`src/rtl/stream_split.sv`:
```
// stream_split: deinterleaves one FIFO stream into x (even samples) and y (odd samples).
// Optional STREAM_SPLIT_BCAST_EN adds a bcast input that copies one word into both outputs.
module stream_split #(
  parameter int unsigned DATA_SIZE = 32
) (
  input  logic                 clock,
  input  logic                 reset,
  input  logic [DATA_SIZE-1:0] in_dout,
  input  logic                 in_empty,
  output logic                 in_rd_en,
`ifdef STREAM_SPLIT_BCAST_EN
  input  logic                 bcast,
`endif
  output logic [DATA_SIZE-1:0] x_out_din,
  output logic                 x_out_wr_en,
  input  logic                 x_out_full,
  output logic [DATA_SIZE-1:0] y_out_din,
  output logic                 y_out_wr_en,
  input  logic                 y_out_full
);

  typedef enum logic {
    S_X = 1'b0,
    S_Y = 1'b1
  } sel_e;

  sel_e                 sel_q;
  sel_e                 sel_d;
  logic                 x_valid_q;
  logic                 x_valid_d;
  logic                 y_valid_q;
  logic                 y_valid_d;
  logic [DATA_SIZE-1:0] x_hold_q;
  logic [DATA_SIZE-1:0] x_hold_d;
  logic [DATA_SIZE-1:0] y_hold_q;
  logic [DATA_SIZE-1:0] y_hold_d;

  logic bcast_c;
  logic x_free;
  logic y_free;
  logic tgt_free;
  logic load_x;
  logic load_y;

`ifdef STREAM_SPLIT_BCAST_EN
  always_comb bcast_c = bcast;
`else
  always_comb bcast_c = 1'b0;
`endif

  // State register for the read-target selector.
  always_ff @(posedge clock) begin
    if (!reset) begin
      sel_q <= S_X;
    end else begin
      sel_q <= sel_d;
    end
  end

  // Target toggles only on an alternating read; broadcast reads leave it alone.
  always_comb begin
    sel_d = sel_q;
    if (in_rd_en && !bcast_c) begin
      sel_d = (sel_q == S_X) ? S_Y : S_X;
    end
  end

  // Strobes and flow control; a slot draining this cycle counts as free.
  always_comb begin
    x_out_wr_en = 1'b0;
    y_out_wr_en = 1'b0;
    x_out_din   = '0;
    y_out_din   = '0;
    in_rd_en    = 1'b0;
    x_free      = 1'b0;
    y_free      = 1'b0;
    tgt_free    = 1'b0;
    load_x      = 1'b0;
    load_y      = 1'b0;

    x_out_wr_en = reset && x_valid_q && !x_out_full;
    y_out_wr_en = reset && y_valid_q && !y_out_full;
    x_out_din   = x_out_wr_en ? x_hold_q : '0;
    y_out_din   = y_out_wr_en ? y_hold_q : '0;

    x_free   = !x_valid_q || x_out_wr_en;
    y_free   = !y_valid_q || y_out_wr_en;
    tgt_free = (sel_q == S_X) ? x_free : y_free;

    in_rd_en = reset && !in_empty && (bcast_c ? (x_free && y_free) : tgt_free);
    load_x   = in_rd_en && (bcast_c || (sel_q == S_X));
    load_y   = in_rd_en && (bcast_c || (sel_q == S_Y));
  end

  // Holding-register next state: drain clears, a refill in the same cycle wins.
  always_comb begin
    x_valid_d = x_valid_q;
    y_valid_d = y_valid_q;
    x_hold_d  = x_hold_q;
    y_hold_d  = y_hold_q;

    if (x_out_wr_en) x_valid_d = 1'b0;
    if (y_out_wr_en) y_valid_d = 1'b0;

    if (load_x) begin
      x_hold_d  = in_dout;
      x_valid_d = 1'b1;
    end
    if (load_y) begin
      y_hold_d  = in_dout;
      y_valid_d = 1'b1;
    end
  end

  always_ff @(posedge clock) begin
    if (!reset) begin
      x_valid_q <= 1'b0;
      y_valid_q <= 1'b0;
      x_hold_q  <= '0;
      y_hold_q  <= '0;
    end else begin
      x_valid_q <= x_valid_d;
      y_valid_q <= y_valid_d;
      x_hold_q  <= x_hold_d;
      y_hold_q  <= y_hold_d;
    end
  end

endmodule
```
`config.mk`:
```
export PLATFORM = sky130hd
export DESIGN_NAME = stream_split
export DESIGN_NICKNAME = d
export VERILOG_FILES = /design/src/rtl/stream_split.sv
export SDC_FILE = /design/constraint.sdc
export NUM_CORES = 1
export LEC_CHECK = 0
export BUFFER_PORTS_ARGS = -buffer_cell sky130_fd_sc_hd__buf_2
export CAP_MARGIN = 30
export CORE_AREA = 2 2 85 87
export DETAILED_ROUTE_END_ITERATION = 12
export DIE_AREA = 0 0 87 89
export HOLD_SLACK_MARGIN = 0.05
export PLACE_DENSITY = 0.82
export SYNTH_ARGS = -nofsm -noshare
export SYNTH_HDL_FRONTEND = slang
export SYNTH_SLANG_ARGS = --single-unit
```
`constraint.sdc`:
```
create_clock -name clock -period 1.35 [get_ports clock]
set_clock_uncertainty 0.1 [all_clocks]
set_input_delay 0.27 -clock clock [delete_from_list [all_inputs] [get_ports clock]]
set_output_delay 0.27 -clock clock [all_outputs]
set_load 0.02 [all_outputs]
```
---- Word level (Yosys, flattened, before mapping) ----
Cells that the tools add are included.
word-level totals
  output and inout port bits .............. 67
  word-level logic and storage cells ...... 31
  register bits after elaboration ......... 67
  input port bits ......................... 37
cells by class
  muxes and demuxes ....................... 8
  reductions and logical operators ........ 17
  bitwise gates (word level) .............. 1
operators with widths
  kind                number
  32-bit 2-to-1 mux   2
  1-bit logical AND   8
  1-bit 2-to-1 mux    6
  1-bit logical NOT   5
  2-bit nonzero test  2
  1-bit logical OR    2
  1-bit NOT           1

---- Logic depth before layout (Yosys ltp) ----
  depth after elaboration ................. 7
  gate-level depth with buffers ........... 5
  gate-level depth less buffers ........... 3

---- Worst setup path before layout ----
Ideal clock, no wire load.
  kind .................................... input -> output
  start point ............................. input port reset
  end point ............................... output port in_rd_en
  arrival ................................. 1251 ps
  path slack .............................. -271 ps
  data required time ...................... 980 ps
  cell stages on the path ................. 3
  path through ............................ buf_2 -> clkbuf_1 -> nor3b_1
on the way
  cells in the longest elaborated chain, start to end .. 5
  elaborated cells on any way between the ends .. 9
ends and longest elaborated chain
  item                                                RTL line  text
  start, declared                                     7         input logic reset,
  1-bit logical AND (on tied branches) (2 in series)  81, 82
  1-bit logical OR (on tied branches)                 86, 87
  1-bit 2-to-1 mux                                    88        tgt_free = (sel_q == S_X) ? x_free : y_free;
  1-bit logical AND *                                 90        in_rd_en = reset && !in_empty && (bcast_c ? (x_free && y_free) : tgt_free);
  end, declared                                       10        output logic in_rd_en,
Every way passes the cells marked *; elsewhere a longest branch is shown, timed or not.

---- Worst setup path after layout ----
  start point ............................. register x_valid_q
  end point ............................... output port x_out_din[11]
on the way
  cells in the longest elaborated chain, start to end .. 3
ends and longest elaborated chain
  item                             RTL line  text
  start, declared                  29        logic x_valid_q;
  start signal, assigned           122       x_valid_q <= x_valid_d;
  1-bit logical AND (2 in series)  81        x_out_wr_en = reset && x_valid_q && !x_out_full;
  32-bit 2-to-1 mux                83        x_out_din = x_out_wr_en ? x_hold_q : '0;
  end, declared                    14        output logic [DATA_SIZE-1:0] x_out_din,
No other way between the ends.

==> flow_summary.json <==
{
  "run_status": "finished with violations",
  "violations": "negative setup slack",
  "p_switching_uw": 1110,
  "clk_path_buf_depth": 2,
  "period_needed_ns": 1.78,
  "portBuffers": 103,
  "drc": 0,
  "layout_setup_ws_ns": -0.426,
  "pwr-share-seq_pct": 50.0,
  "worstPathRequired_ns": 0.98,
  "reg2reg_to": "x_hold_q[22]$_SDFFE_PN0P_",
  "grt_pass1_wl_mm": 13.5,
  "clock_sinks": 67,
  "hold_ws_ns": 0.0680,
  "reg2reg_depth": 4,
  "htree_num_levels": 3,
  "min-delay-path-class": "primary input to flop",
  "ios": 104,
  "postPlaceCellArea_um2": 3740,
  "antenna_cells": 0,
  "cts_made_buffers": 9,
  "place.gp.congestion": 0.777,
  "layout_common_cells": "buf_6 (66), nand2_1 (65), dfxtp_1 (64), and2_2 (41), buf_2 (37)",
  "cp-start-kind": "flop",
  "grt_max_degree": 38,
  "grt_overflow": 0,
  "worst_pin_slew_ns": 0.369,
  "slowest_delay_ns": 0.35,
  "clk_pin_slew_worst_paths_ns": 0.07,
  "ys_ff_latch": 67,
  "hold_viol_final": 0,
  "clk_latency_ns": 0.34,
  "p_clk_share_pct": 38.4,
  "antenna_found_initial": 0,
  "m1WireLength_mm": 3.71,
  "rrSetupSlack_ns": 0.06,
  "cp.arrival_ns": 1.41,
  "dieWidth_um": 87,
  "vias": 2920,
  "yosys_warnings": 0,
  "wl_per_cell_um": 15.7,
  "ys_seq_area_share_pct": 44.6,
  "layout_commonest_cell": "buf_6",
  "ant_nets": 0,
  "power.total_uw": 4330,
  "crit_slowest_cell": "dfxtp_2",
  "multiInputGateArea_um2": 1560,
  "design_area_um2": 4530,
  "area_growth_pct": 50.5,
  "nets": 522,
  "place_inst": 542,
  "netlist-cell-type-count": 22,
  "post-route-util_pct": 67.4,
  "slew_headroom_pct": 75.4,
  "fill_cells": 540,
  "cp_max_fo": 8,
  "top_layer": "met4",
  "cts-root-buf": "clkbuf_8",
  "dieArea_um2": 7740,
  "drt_iter0_drc": 156,
  "fin_crit_sh_pct": 132,
  "combPwrFrac_pct": 11.6,
  "switching_share_pct": 25.6,
  "met2_length_mm": 4.49,
  "max-vdd-ir-drop_v": 0.000688,
  "avgSynthCellArea_um2": 8.18,
  "via_per_inst": 5.12,
  "wl_mm": 8.95,
  "cts_tree": "built",
  "end_kind": "output pin",
  "syn_area_um2": 3010,
  "route.met3.wl_um": 462,
  "firstDrtPassIters": 4,
  "final_cells": 570,
  "crit_end": "x_out_din[11]",
  "max_freq_mhz": 563,
  "p_per_area_nw_per_um2": 956,
  "synth_nets": 405,
  "critPathLaunch": "x_valid_q$_SDFFE_PN0P_",
  "first_global_vias": 2783,
  "timing.rr.start": "sel_q$_SDFFE_PN0N_",
  "crit_chain": "nand2_2 > nor2_4 > buf_4 > buf_12 > and2_2 > buf_6",
  "layout-drive-gt1-share_pct": 44.9,
  "core.rowCount": 30,
  "rsz0062_at_grt": "true",
  "initial_core_util_pct": 44.8,
  "place_hpwl_mm": 5.35,
  "p_int_uw": 3220,
  "regArea_um2": 1350,
  "leakage_uw": 0.00229,
  "report.final.slew_viol_count": 0,
  "max_cap_viol_count": 0,
  "grtUsageTotal_pct": 22.7,
  "core_um2": 6720,
  "path_class": "flop to output pin",
  "chipHeight_um": 89,
  "setup_viol": 67,
  "postSynthCellCount": 368
}
-- flip-flops by register name, indices dropped and copies added (netlist names) --
name / flops
x_hold_q: 32
y_valid_q: 1
x_valid_q: 1
sel_q: 1
y_hold_q: 32
-- timing repair --
| action | 4_1_cts | 5_1_grt |
|---|---|---|
| cloned | 2 | 3 |
| buffers inserted | 0 | 5 |
| hold buffers | 2 | 0 |
| endpoints found under the hold margin | 2 | 0 |
| pin swaps | 9 | 11 |
| resized for setup | 115 | 50 |
| setup endpoints to repair | 88 | 93 |
-- synthesized netlist by cell type --
library cell,number,area share (%)
mux2i_1,32,11
buf_2,10,1.7
nand2_1,68,8.5
a21oi_1,3,0.50
or2_2,1,0.21
dfxtp_1,67,45
nand3b_1,1,0.25
nor2_1,2,0.25
buf_4,3,0.75
and2_4,1,0.29
clkbuf_1,11,1.4
nor3b_1,1,0.25
and2_1,64,13
nand3_1,32,5.3
buf_6,3,1.1
o21ai_0,25,4.2
inv_1,32,4.0
a21boi_0,2,0.50
nand4b_1,1,0.29
nor3b_4,1,0.62
o211a_1,1,0.33
o21ai_1,7,1.2
-- worst max-delay path: cells and delay by family, from the launching register on --
family | cells | cell delay, ns
buf+inv | 3 | 0.37
flops | 1 | 0.35
simple gates | 3 | 0.34
-- how the worst min path moves through the flow --
stage,startpoint,to,slack [ns],depth (start not counted)
floorplan,in_dout[0],x_hold_q[0]$_SDFFE_PN0P_,0.30,2
global placement,x_hold_q[16]$_SDFFE_PN0P_,x_hold_q[16]$_SDFFE_PN0P_,0.33,2
detailed placement,x_hold_q[16]$_SDFFE_PN0P_,x_hold_q[16]$_SDFFE_PN0P_,0.34,2
CTS,in_dout[21],x_hold_q[21]$_SDFFE_PN0P_,0.05,3
global route,in_dout[19],y_hold_q[19]$_SDFFE_PN0P_,0.06,3
finish,in_dout[5],x_hold_q[5]$_SDFFE_PN0P_,0.07,3
-- stage by stage --
step | setup slack [ns] | TNS, ns
2_1_floorplan | -0.0181 | -0.705
5_1_grt | -0.488 | -29.74
4_1_cts | -0.411 | -24.20
3_5_place_dp | -0.198 | -11.05
3_3_place_gp | -0.113 | -8.46
6_report | -0.426 | -25.39
-- power by group through the flow --
| stage | clock, uW | sequential, uW | combinational, uW |
|---|---|---|---|
| 4_1_cts | 1690 | 2160 | 451 |
| 6_report | 1660 | 2170 | 501 |
| 2_1_floorplan | 0 | 2190 | 271 |
| 3_5_place_dp | 0 | 2200 | 422 |
| 3_3_place_gp | 0 | 2200 | 405 |
| 5_1_grt | 1790 | 2180 | 549 |
-- cells by family (layout without fill, tap and decap cells) --
family / Yosys count / count (layout) / share of synthesized area, %
AOI/OAI and AO/OA: 38 / 38 / 6.65
buffers and inverters: 59 / 179 / 8.89
DFF: 67 / 67 / 44.6
muxes: 32 / 32 / 10.6
and+or+nand+nor: 172 / 174 / 29.3
-- layer usage --
metal / global-route usage, % / up-vias
met5: 0 / -
met4: 15.1 / 0
met3: 4.89 / 26
met2: 37.3 / 111
met1: 26.9 / 1374
li1: - / 1409
-- cell type report --
cell class	count	area share (%)
multi-input combinational	244	34.3
clock buffer	11	3.12
timing repair buffer	131	26.8
inverter	32	2.65
clock inverter	5	1.16
tap	80	2.21
sequential	67	29.7
No activity file was read; power rests on OpenSTA's default activity.
